File: src/rtl/pe_decoder_if.sv
// pe_decoder_if: index-in / one-hot-out valid/ready channel for pe_decoder.
// master: the side that drives indices in and consumes one-hots (bench, arbiter).
// slave: the decoder itself.
interface pe_decoder_if #(
  parameter int IN_W = 2
) ();
  localparam int OUT_W = 1 << IN_W;

  logic             in_valid;
  logic             in_ready;
  logic [IN_W-1:0]  in_idx;
  logic             out_valid;
  logic             out_ready;
  logic [OUT_W-1:0] out_onehot;

  modport master (
    output in_valid,
    output in_idx,
    output out_ready,
    input  in_ready,
    input  out_valid,
    input  out_onehot
  );

  modport slave (
    input  in_valid,
    input  in_idx,
    input  out_ready,
    output in_ready,
    output out_valid,
    output out_onehot
  );
endinterface

File: src/rtl/pe_decoder.sv
// pe_decoder: registered binary-to-one-hot decoder with a 1-entry skid buffer
// on the input and a single output register stage. Counts output handshakes.
// Optional macro DEC_CHK_EN adds a sticky round-trip checker on port err.
module pe_decoder #(
  parameter int IN_W  = 2,
  parameter int CNT_W = 8
) (
  input  logic             clk,
  input  logic             rst_n,
  pe_decoder_if.slave      bus,
  output logic [CNT_W-1:0] xfer_cnt
`ifdef DEC_CHK_EN
  ,
  output logic             err
`endif
);
  localparam int OUT_W = 1 << IN_W;

  logic             out_valid_r;
  logic [OUT_W-1:0] onehot_r;
  logic             skid_valid;
  logic [IN_W-1:0]  skid_idx;
  logic             in_ready_r;
  logic [CNT_W-1:0] cnt_r;

  logic             in_hs;
  logic             out_hs;
  logic             load_slot;
  logic             do_load;
  logic [IN_W-1:0]  next_idx;

  assign in_hs     = bus.in_valid & in_ready_r;
  assign out_hs    = out_valid_r & bus.out_ready;
  // The output register may take a new value when it is empty or being drained.
  assign load_slot = ~out_valid_r | bus.out_ready;
  // The skid entry is older than anything on the input, so it always goes first.
  assign do_load   = load_slot & (skid_valid | in_hs);
  assign next_idx  = skid_valid ? skid_idx : bus.in_idx;

  assign bus.in_ready   = in_ready_r;
  assign bus.out_valid  = out_valid_r;
  assign bus.out_onehot = onehot_r;
  assign xfer_cnt       = cnt_r;

  // Output register, skid buffer, registered in_ready and transfer counter.
  always_ff @(posedge clk or negedge rst_n) begin
    if (!rst_n) begin
      out_valid_r <= 1'b0;
      onehot_r    <= '0;
      skid_valid  <= 1'b0;
      skid_idx    <= '0;
      in_ready_r  <= 1'b1;
      cnt_r       <= '0;
    end else begin
      if (do_load) begin
        out_valid_r <= 1'b1;
        onehot_r    <= {{(OUT_W-1){1'b0}}, 1'b1} << next_idx;
        if (skid_valid) begin
          skid_valid <= 1'b0;
          in_ready_r <= 1'b1;
        end
      end else if (load_slot) begin
        out_valid_r <= 1'b0;
        onehot_r    <= '0;
      end else if (in_hs) begin
        skid_valid <= 1'b1;
        skid_idx   <= bus.in_idx;
        in_ready_r <= 1'b0;
      end
      if (out_hs) begin
        cnt_r <= cnt_r + 1'b1;
      end
    end
  end

`ifdef DEC_CHK_EN
  logic [IN_W-1:0] idx_r;
  logic [IN_W-1:0] enc_idx;
  logic            bad;

  // Keep the binary index that produced the current output word.
  always_ff @(posedge clk or negedge rst_n) begin
    if (!rst_n) begin
      idx_r <= '0;
    end else if (do_load) begin
      idx_r <= next_idx;
    end
  end

  // Re-encode the output word (highest set bit wins) and flag any disagreement.
  always_comb begin
    enc_idx = '0;
    for (int i = 0; i < OUT_W; i++) begin
      if (onehot_r[i]) begin
        enc_idx = i[IN_W-1:0];
      end
    end
    bad = ($countones(onehot_r) != 1) || (enc_idx != idx_r);
  end

  // Sticky error: once set only reset clears it.
  always_ff @(posedge clk or negedge rst_n) begin
    if (!rst_n) begin
      err <= 1'b0;
    end else if (out_valid_r && bad) begin
      err <= 1'b1;
    end
  end
`endif
endmodule

File: src/flat_wrapper.sv
// flat-port wrapper written by rule: the top's interface ports become plain ports
module pe_decoder_flat 
#(
  parameter int IN_W  = 2,
  parameter int CNT_W = 8
)
  (clk, rst_n, xfer_cnt, bus_in_valid, bus_in_idx, bus_out_ready, bus_in_ready, bus_out_valid, bus_out_onehot);
  pe_decoder_if #(.IN_W(IN_W)) bus_i ();
  input  logic clk;
  input  logic rst_n;
  output logic [CNT_W-1:0] xfer_cnt;
  input wire logic [$bits(bus_i.in_valid)-1:0] bus_in_valid;
  input wire logic [$bits(bus_i.in_idx)-1:0] bus_in_idx;
  input wire logic [$bits(bus_i.out_ready)-1:0] bus_out_ready;
  output wire logic [$bits(bus_i.in_ready)-1:0] bus_in_ready;
  output wire logic [$bits(bus_i.out_valid)-1:0] bus_out_valid;
  output wire logic [$bits(bus_i.out_onehot)-1:0] bus_out_onehot;
  assign bus_i.in_valid = bus_in_valid;
  assign bus_i.in_idx = bus_in_idx;
  assign bus_i.out_ready = bus_out_ready;
  assign bus_in_ready = bus_i.in_ready;
  assign bus_out_valid = bus_i.out_valid;
  assign bus_out_onehot = bus_i.out_onehot;
  pe_decoder #(.IN_W(IN_W), .CNT_W(CNT_W)) u_core (.clk(clk), .rst_n(rst_n), .bus(bus_i), .xfer_cnt(xfer_cnt));
endmodule
File: config.mk
export PLATFORM = sky130hd
export DESIGN_NAME = pe_decoder_flat
export DESIGN_NICKNAME = d
export VERILOG_FILES = /design/src/rtl/pe_decoder_if.sv /design/src/rtl/pe_decoder.sv /design/src/flat_wrapper.sv
export SDC_FILE = /design/constraint.sdc
export NUM_CORES = 1
export LEC_CHECK = 0
export ABC_AREA = 1
export CORE_MARGIN = 8
export CORE_UTILIZATION = 30
export DETAILED_ROUTE_END_ITERATION = 10
export PLACE_DENSITY = 0.56
export SYNTH_ARGS = -nofsm -noshare
export SYNTH_HDL_FRONTEND = slang
export SYNTH_SLANG_ARGS = --single-unit
File: constraint.sdc
create_clock -name clk -period 2.4 [get_ports clk]
set_input_delay 0.48 -clock clk [delete_from_list [all_inputs] [get_ports clk]]
set_output_delay 0.48 -clock clk [all_outputs]
set_load 0.01 [all_outputs]
# --- Word level (Yosys, flattened, before mapping) ---
# Index checks and enable logic that the tools add are counted.
word_totals:
  wordCells: 35
  inputBits: 6
  out_inout_bits: 14
  regBits: 17
op_classes:
  n_addsub: 1
  n_mux: 12
  bitwise: 8
  eq_ne: 2
  n_reduce_logical: 5
  shifts: 1
op_table:
  columns: ["cell", "count"]
  rows:
  - ["$mux W1", 9]
  - ["$add A8 B1 Y8 const B", 1]
  - ["$mux W4", 2]
  - ["$reduce_and A3 Y1", 2]
  - ["$reduce_bool A2 Y1", 2]
  - ["$shl A1 B2 Y4 const A", 1]
  - ["$and A1 B1 Y1", 3]
  - ["$not A1 Y1", 3]
  - ["$mux W2", 1]
  - ["$ne A2 B1 Y1 const B", 1]
  - ["$ne A2 B2 Y1 const B", 1]
  - ["$or A1 B1 Y1", 2]
  - ["$reduce_and A2 Y1", 1]

# --- Logic depth before layout (Yosys ltp) ---
# Gate-level depths: netlist (run 1).
logic_depth:
  word_depth: 5
  mapped_depth: 7
  ltp_nobuf: 7

# --- Worst setup path before layout (run 1) ---
# OpenSTA, ideal clock, no wires.
synth_timing:
  path_type: "reg-to-reg"
  start: "register u_core.cnt_r[0] (netlist: u_core.xfer_cnt[0])"
  end: "register u_core.cnt_r[1] (netlist: u_core.xfer_cnt[1])"
  arrival_time_ps: 965
  n_path_buf: 0
  setup_time_ps: 125
  stages_incl_launch_ff: 3
  setup_slack_ps: 1311
  period_less_slack_ps: 1089
  t_required_ps: 2275
  cell_sequence: "dfrtp_1 > ha_1 > mux2_2"
synth_between:
  elab_chain_len: 1
synth_rtl:
  columns: ["item", "line", "text"]
  rows:
  - ["from (decl)", "pe_decoder.sv:24", "logic [CNT_W-1:0] cnt_r;"]
  - ["from (signal assigned)", "pe_decoder.sv:71", "cnt_r <= cnt_r + 1'b1;"]
  - ["$add A8 B1 Y8", "pe_decoder.sv:71", null]
# Every way passes these cells.
# A chain may end at the register's enable or synchronous reset.

# --- Worst setup path after layout (run 1) ---
layout_timing:
  start: "register u_core.in_ready_r (netlist: u_core.bus.in_ready)"
  end: "output port bus_in_ready"
layout_rtl:
  columns: ["item", "line", "text"]
  rows:
  - ["from (decl)", "pe_decoder.sv:23", "logic in_ready_r;"]
  - ["from (signal assigned)", "pe_decoder.sv:52", "in_ready_r <= 1'b1;"]
  - ["from (signal assigned)", "pe_decoder.sv:60", "in_ready_r <= 1'b1;"]
  - ["from (signal assigned)", "pe_decoder.sv:68", "in_ready_r <= 1'b0;"]
  - ["to (decl)", "flat_wrapper.sv:15", "output wire logic [$bits(bus_i.in_ready)-1:0] bus_in_ready;"]
# No word-level cell between the ends.

==> results of run 1 <==
logic make-up (layout without fill, tap and decap cells):
logic type | count (synthesis) | count (layout) | share of synthesized area (%)
xor gates and xnor gates | 4 | 4 | 4.390
muxes | 1 | 1 | 1.411
adders and majority gates | 1 | 1 | 1.567
DFF | 17 | 17 | 53.45
AOI/OAI and AO/OA | 5 | 5 | 3.449
buffers and inverters | 17 | 41 | 8.150
and+or+nand+nor | 47 | 47 | 27.59
metal layers:
metal / wire, um / vias to the layer above / GRT usage (%)
li1: - / 327 / -
met1: 631 / 294 / 7.707
met2: 681 / 15 / 13.02
met3: 156 / 4 / 4.636
met4: 22 / 0 / 3.133
met5: 0 / - / 0
worst max path at each step:
| stage | startpoint | endpoint | cells after the start |
|---|---|---|---|
| floorplan | u_core.xfer_cnt[0] | u_core.xfer_cnt[1] | 2 |
| global placement | bus_in_idx[0] | u_core.bus.out_onehot[2] | 6 |
| detailed placement | bus_out_ready | u_core.skid_idx[1] | 6 |
| CTS | u_core.bus.in_ready | bus_in_ready | 1 |
| global route | u_core.bus.in_ready | bus_in_ready | 1 |
| finish | u_core.bus.in_ready | bus_in_ready | 1 |
cells in the mapped netlist:
cell | n | area share, %
nand4_1 | 1 | 0.78
xnor2_1 | 2 | 2.2
o21a_1 | 1 | 0.94
nor2_1 | 3 | 1.4
ha_1 | 1 | 1.6
dfrtp_1 | 16 | 50
nand3b_1 | 1 | 0.94
o21ai_0 | 4 | 2.5
nor2_4 | 2 | 2.8
xor2_1 | 2 | 2.2
clkinv_2 | 1 | 0.63
dfstp_2 | 1 | 3.3
mux2_2 | 1 | 1.4
nand2_1 | 32 | 15
nand3_4 | 1 | 2.2
inv_1 | 16 | 7.5
nand3_1 | 7 | 4.4
final cells by class:
| type | instances | share of cell area (%) |
|---|---|---|
| inverter | 17 | 6.132 |
| tap | 30 | 3.538 |
| multi-input combinational | 58 | 28.89 |
| timing repair buffer | 20 | 18.63 |
| clock inverter | 1 | 0.4717 |
| sequential | 17 | 40.21 |
| clock buffer | 3 | 2.123 |
sequential cells by signal, summed over array words and instances, names as in the netlist:
signal,flops
u_core.bus.out_valid,1
u_core.skid_valid,1
u_core.bus.out_onehot,4
u_core.skid_idx,2
u_core.xfer_cnt,8
u_core.bus.in_ready,1
placed cells by master, fill, tap and decap left out:
master           instances
ha_1                     1
o21ai_0                  4
nand3_4                  1
dfstp_2                  1
inv_1                   16
nor2_1                   3
nand2_1                 32
nand3b_1                 1
clkdlybuf4s50_1         19
o21a_1                   1
nor2_4                   2
nand4_1                  1
xor2_1                   2
clkbuf_4                 3
nand3_1                  7
dfrtp_1                 16
clkinv_2                 2
xnor2_1                  2
buf_4                    1
mux2_2                   1
power by group:
| group | switching [mW] | total (mW) | internal, mW |
|---|---|---|---|
| clock | 0.0904 | 0.152 | 0.0620 |
| combinational | 0.197 | 0.420 | 0.223 |
| sequential | 0.0929 | 0.481 | 0.388 |
stage by stage:
step	worst slack [ns]	utilization, %	hold WS, ns	instance area (sq um)	power (mW)
final	0.5078	42.44	0.4918	1061	1.053
after detailed placement	0.7922	41.34	0.4710	1033	0.9173
after floorplan	1.311	-	0.1844	798.3	0.6984
after global routing	0.4469	42.44	0.5058	1061	1.144
after CTS	0.4879	42.44	0.4978	1061	1.076
after global placement	0.7985	41.34	0.4705	1033	0.9070
==> results.txt, run 1 <==
The flow ran to the end, and the final reports show no timing, DRC or antenna violations. Number of cells on the worst reg-to-reg path: 2. Detailed placement finished with a half-perimeter wire length of 1.163 mm.

Of the cells placed in the final design, the portion with a size suffix greater than 1 is 9.483%. The logs give 0.008429 ns for the worst clock skew and 0.7442 for the placer congestion estimate. Measured along the y axis, the die boundary spans 67.59 um. The logs give 31.93% for the starting density of the core and 7.776% for the total track usage.

Number of global-route vias before repair: 636. TritonCTS built the clock tree. In this run the worst path has a maximum fanout of 4. The wire length per cell works out to 10.22 um. The number of maximum-capacitance constraint violations was 0.

The tools report the count of synthesis-stage warnings from yosys as 0. The startpoint identified for the worst register-to-register timing path is u_core.xfer_cnt[0]. The tools report the H-tree depth as 1. Each instance of the synthesized netlist takes up on average 8.677 sq um. The count of nets left with antenna violations after detail routing was 0; the post-CTS clock slew at the launch and capture registers of the worst setup and hold paths was 0.09 ns. The signal on the critical path passes through clkdlybuf4s50_1.

The run gives 1.31 ns as the setup slack of the most critical reg-to-reg path. The number of clock sinks seen by CTS is 17, and the via total after detailed routing is 640. The first global-routing pass estimated 2.663 mm of wire. The netlist uses 17 different library cells.

In this run the power density over the cells is 992.7 nW/um^2. The run gives 20 as the number of ports placed on the die boundary. The layout overhead on the synthesized area was 32.92%. In this run, post-CTS hold repair placed 0 buffers. The master of the slowest instance on the critical path is dfstp_2. The tools report the maximum operating frequency as 528.5 MHz. The required time at the worst-slack endpoint is 1.92 ns, and the horizontal die dimension is 67.59 um. The number of nets in the synthesized netlist came out at 99.

The number of clock buffers inserted by TritonCTS is 3, and the share of the clock period used by the worst path is 78.84%. The floorplan has 18 rows. The analysis attributes to cell leakage a power of 0.5368 nW. Sequential cells were found to cover 53.45% of the synthesized design area. Dividing the detail-routed via count by the number of cells gives 4.384.

After detailed placement, the design holds a cell count of 142. Gates resized during post-CTS repair numbered 0. Entering global routing, the biggest net connects 18 pins.

In the routed design, unresolved DRC markers number 0. The run gives 4 as the count of TritonRoute iterations in the first routing pass. The aggregate negative setup slack was 0 ns. Setup repair after global routing left no endpoint under its margin.

The tree is rooted in a clkbuf_4. For this run the aggregate overflow at the end of global routing stands at 0. No sink is reached through more buffers than the 2 on the longest clock path. The worst setup path is launched from a flop.

Hold path startpoint: u_core.bus.out_onehot[3]. The initial antenna violation count is 0. The net count of the finished layout was 124. The final period demand of the worst path came out at 1.892 ns. The synthesized netlist cell count was 92. Summed over all layers, the routed wires come to 1.492 mm. 0 antenna diodes ended up in the layout. The cell family contributing the most delay on the critical path is flip-flops. The floorplan step defined a die boundary enclosing 4568 sq um. The filler cells instantiated in the layout total 261. Worst-case vdd ir drop: 484.5 uV. Longest individual stage delay on the worst path: 0.58 ns. The tools report the worst hold endpoint as u_core.bus.out_onehot[3].

The path class of the tightest hold or removal check is reg -> reg. At the later pin of the worst-skew pair, clock insertion delay measures 0.29 ns. Synthesis inferred 17 register bits.

At the pin with the least slew margin, the transition time is 0.3196 ns. For the post-CTS repair timing setup buffer count, the log shows 0. In this run the tool buffered the top-level ports with 19 buffer cells. The run gives 2500 sq um as the area of the core. For this run, the number of standard cells in the final layout without fillers is 146. In this run, the number of DRC markers left after iteration 0 of detailed routing was 22.

Setup violations remaining at the end of the flow were counted as 0. The number of hold violations in the final report came out at 0. The capturing element type of the critical path is an output pin. Along the worst hold path, the cell count comes to 2. The endpoint of the worst-slack reg-to-reg timing path is u_core.xfer_cnt[1]. The tools report the final max-slew violation count as 0. The run gives 426.7 sq um as the area occupied by registers. The tools report the worst relative slew slack as 78.47%. The area of combinational cells with multiple inputs is 306.5 sq um, and the data arrival time of the critical path is 1.41 ns. Buffers plus inverters on the worst setup path: 1. Combined area of all synthesized cells: 798.3 sq um. The critical path is of the reg -> out type.
Note: power is estimated with default switching activity, not from simulation.
==> run 2: changes to the inputs <==
==> constraint.sdc (replaced) <==
create_clock -name clk -period 1.95 [get_ports clk]
set_input_delay 0.39 -clock clk [delete_from_list [all_inputs] [get_ports clk]]
set_output_delay 0.39 -clock clk [all_outputs]
set_load 0.01 [all_outputs]
==> results of run 2 <==
Same layout as run 1 (identical final DEF). Status: finished, final reports clean.
Among the figures that moved: setup slack after placement 0.7922 ns -> 0.4322 ns; clock-pin slew on the worst setup and hold paths 0.09 ns -> 0.10 ns; setup slack after layout 0.5078 ns -> 0.1478 ns; hold slack 0.4918 ns -> 0.4110 ns; register-to-register setup slack 1.31 ns -> 0.86 ns; total power 1.053 mW -> 1.296 mW; worst IR drop on VDD 484.5 uV -> 596.3 uV
==> run 3: changes to the inputs <==
--- a/config.mk
+++ b/config.mk
@@ -6,9 +6,9 @@
 export NUM_CORES = 1
 export LEC_CHECK = 0
 export ABC_AREA = 1
-export CORE_MARGIN = 8
 export CORE_UTILIZATION = 30
 export DETAILED_ROUTE_END_ITERATION = 10
+export MAX_ROUTING_LAYER = met4
 export PLACE_DENSITY = 0.56
 export SYNTH_ARGS = -nofsm -noshare
 export SYNTH_HDL_FRONTEND = slang
==> run 3 against run 2 <==
Clock skew grew 0.0086 ns. Combinational power decreased by 2%. Sequential power grew 0.8%. Sequential share of layout area stayed put. Wire length down 5.5%.
==> results.txt, run 3 (synthesized netlist as in run 1, its figures left out) <==
The run finished with clean final reports. The power density of the placed cells came out at 1219 nW/um^2 (was 1222 nW/um^2). Setup repair after global routing left no endpoint under its margin. The slew at the pin closest to its max-slew limit is 0.3512 ns (was 0.3196 ns).

The die extent in y came out at 53.59 um (was 67.59 um). The post-CTS clock slew at the launch and capture registers of the worst setup and hold paths was 0.11 ns (was 0.10 ns). Final max-slew violation count: 0 (unchanged). The horizontal die dimension is 53.59 um (was 67.59 um), and the data arrival time of the critical path is 1.42 ns (was 1.41 ns). The tools report the die outline area as 2871 sq um (was 4568 sq um).

The most common cell after layout, fill and taps aside was nand2_1 (unchanged). The number of maximum-capacitance constraint violations is 0 (unchanged). The leakage power was 0.5368 nW (unchanged); the detailed placer's ending HPWL was 1.086 mm (was 1.163 mm). The master of the slowest instance on the critical path was dfstp_2 (unchanged).

For the via total after detailed routing, the log shows 647 (was 640). The count of TritonRoute iterations in the first routing pass is 3 (was 4), and the total overflow reported by the global router is 0 (unchanged). The H-tree depth was 1 (unchanged); the number of ports placed on the die boundary was 20 (unchanged). Area of the core: 2500 sq um (unchanged). The run gives 18 (unchanged) as the placement row count.

The layout overhead on the synthesized area was 32.92% (unchanged). Commonest cells after routing, fill and taps aside: 32 x nand2_1, 19 x clkdlybuf4s50_1, 16 x inv_1, 16 x dfrtp_1, 7 x nand3_1 (unchanged). The tools report the aggregate negative setup slack as 0 ns (unchanged). The tools report the initial antenna violation count as 0 (unchanged). The maximum operating frequency is 553.6 MHz (was 554.9 MHz), and the worst relative slew slack is 76.34% (was 78.47%). TritonCTS built the clock tree.

The required time at the worst-slack endpoint is 1.56 ns (about the same). The tools report the capturing element type of the critical path as an output pin (unchanged). The run gives 2.435 mm (was 2.663 mm) as the global-route wire length before repair. The placer congestion estimate is 0.7664 (was 0.7442). Net count of the finished layout: 124 (unchanged).

The count of buffers inserted at the top-level ports is 19 (unchanged), and the final period demand of the worst path is 1.806 ns (was 1.802 ns). The number of clock buffers inserted by TritonCTS was 3 (unchanged); the count of cells resized by post-cts repair was 0 (unchanged). The overall power after layout was 1.294 mW (was 1.296 mW); the number of clock sinks seen by CTS was 17 (unchanged). The buffers plus inverters on the worst setup path was 1 (unchanged); the share of the clock period used by the worst path was 92.64% (was 92.42%).

The number of flip-flops under the largest register name is 8 (unchanged). The clock network latency to the later pin of the worst-skew pair was 0.30 ns (was 0.29 ns); the worst clock skew was 0.01704 ns (was 0.008429 ns). Final cell count without fillers: 146 (unchanged). Clock tree root buffer cell: clkbuf_4 (unchanged). For the worst-case clock buffer depth, the log shows 2 (unchanged). The total of hold buffers inserted after clock tree synthesis is 0 (unchanged).

The total setup violations reported at the end of the flow was 0 (unchanged); the number of global-route vias before repair was 615 (was 636). Total instance count after detailed placement: 142 (unchanged). For the worst-case vdd ir drop, the log shows 551.0 uV (was 596.3 uV). The total track usage was 12.42% (was 7.776%); the longest individual stage delay on the worst path was 0.59 ns (was 0.58 ns). The final cell utilization of the core came out at 42.44% (unchanged). The run gives 0 (unchanged) as the number of hold violations in the final report.

The via density per instance was 4.432 (was 4.384); the starting density of the core was 31.93% (unchanged). Startpoint type of the worst setup path: a flop (unchanged). The wire length per cell works out to 9.658 um (was 10.22 um).

Count of nets left with antenna violations after detail routing: 0 (unchanged). For the antenna diode instance count, the log shows 0 (unchanged). The path type of the worst min-delay path was in -> async (unchanged).

The tools report the largest net degree at the start of global routing as 18 (unchanged). The layout cell share with drive strength beyond 1 is 9.483% (unchanged). The tools report the post-CTS repair timing setup buffer count as 0 (unchanged). Cell family with the largest share of critical-path delay: flip-flops (unchanged). Sequence of cells on the critical path: clkdlybuf4s50_1 (unchanged). The fill cell total of the finished layout was 273 (was 261). The class of the most critical setup path was reg -> out (unchanged). The run gives 8 (was 22) as the DRC violation total after the first TritonRoute iteration.

DRC violations left: 0 (unchanged). Wire length reported by the detailed router: 1.410 mm (was 1.492 mm). The largest driver fanout on the critical path came out at 4 (unchanged).
run 3: cell counts in the layout (fill, tap and decap cells not counted):
Identical to the previous run, type by type.
run 3: stage by stage:
stage / setup slack (ns) / hold slack [ns] / instance area [sq um]
floorplan: 0.8606 / 0.09441 / 798.3
global placement: 0.4275 / 0.4708 / 1033
detailed placement: 0.3925 / 0.4841 / 1033
CTS: 0.1228 / 0.3996 / 1061
global route: 0.08578 / 0.4372 / 1061
finish: 0.1436 / 0.3995 / 1061
run 3: report_power, final:
group / leakage [nW] / internal (mW) / switching (mW)
combinational: 0.312 / 0.273 / 0.233
sequential: 0.207 / 0.478 / 0.119
clock: 0.0177 / 0.0763 / 0.114
total: 0.537 / 0.827 / 0.467
run 3: path summary, 6_finish.rpt:
kind	slack (ns)	startpoint	depth (start not counted)	endpoint
max	0.14	u_core.bus.in_ready	1	bus_in_ready
min	0.40	rst_n	2	u_core.bus.out_valid
max reg2reg	0.85	u_core.xfer_cnt[0]	2	u_core.xfer_cnt[1]
min reg2reg	0.50	u_core.skid_idx[1]	2	u_core.skid_idx[1]
max in group asynchronous	1.28	rst_n	2	u_core.bus.in_ready
min in group clk	0.50	u_core.skid_idx[1]	2	u_core.skid_idx[1]
run 3: final cells by class:
type | count | area, sq um | area share, %
Clock inverter | 1 | 5.005 | 0.4717
Clock buffer | 3 | 22.52 | 2.123
Sequential cell | 17 | 426.7 | 40.21
Timing Repair Buffer | 20 | 197.7 | 18.63
Tap cell | 30 | 37.54 | 3.538
Inverter | 17 | 65.06 | 6.132
Multi-Input combinational cell | 58 | 306.5 | 28.89
run 3: layer usage:
metal / wire length, um / vias to the layer above / GRT usage, %
li1: - / 327 / -
met1: 651 / 299 / 14.31
met2: 659 / 17 / 20.21
met3: 79 / 4 / 2.542
met4: 20 / 0 / 6.579
met5: 0 / - / -
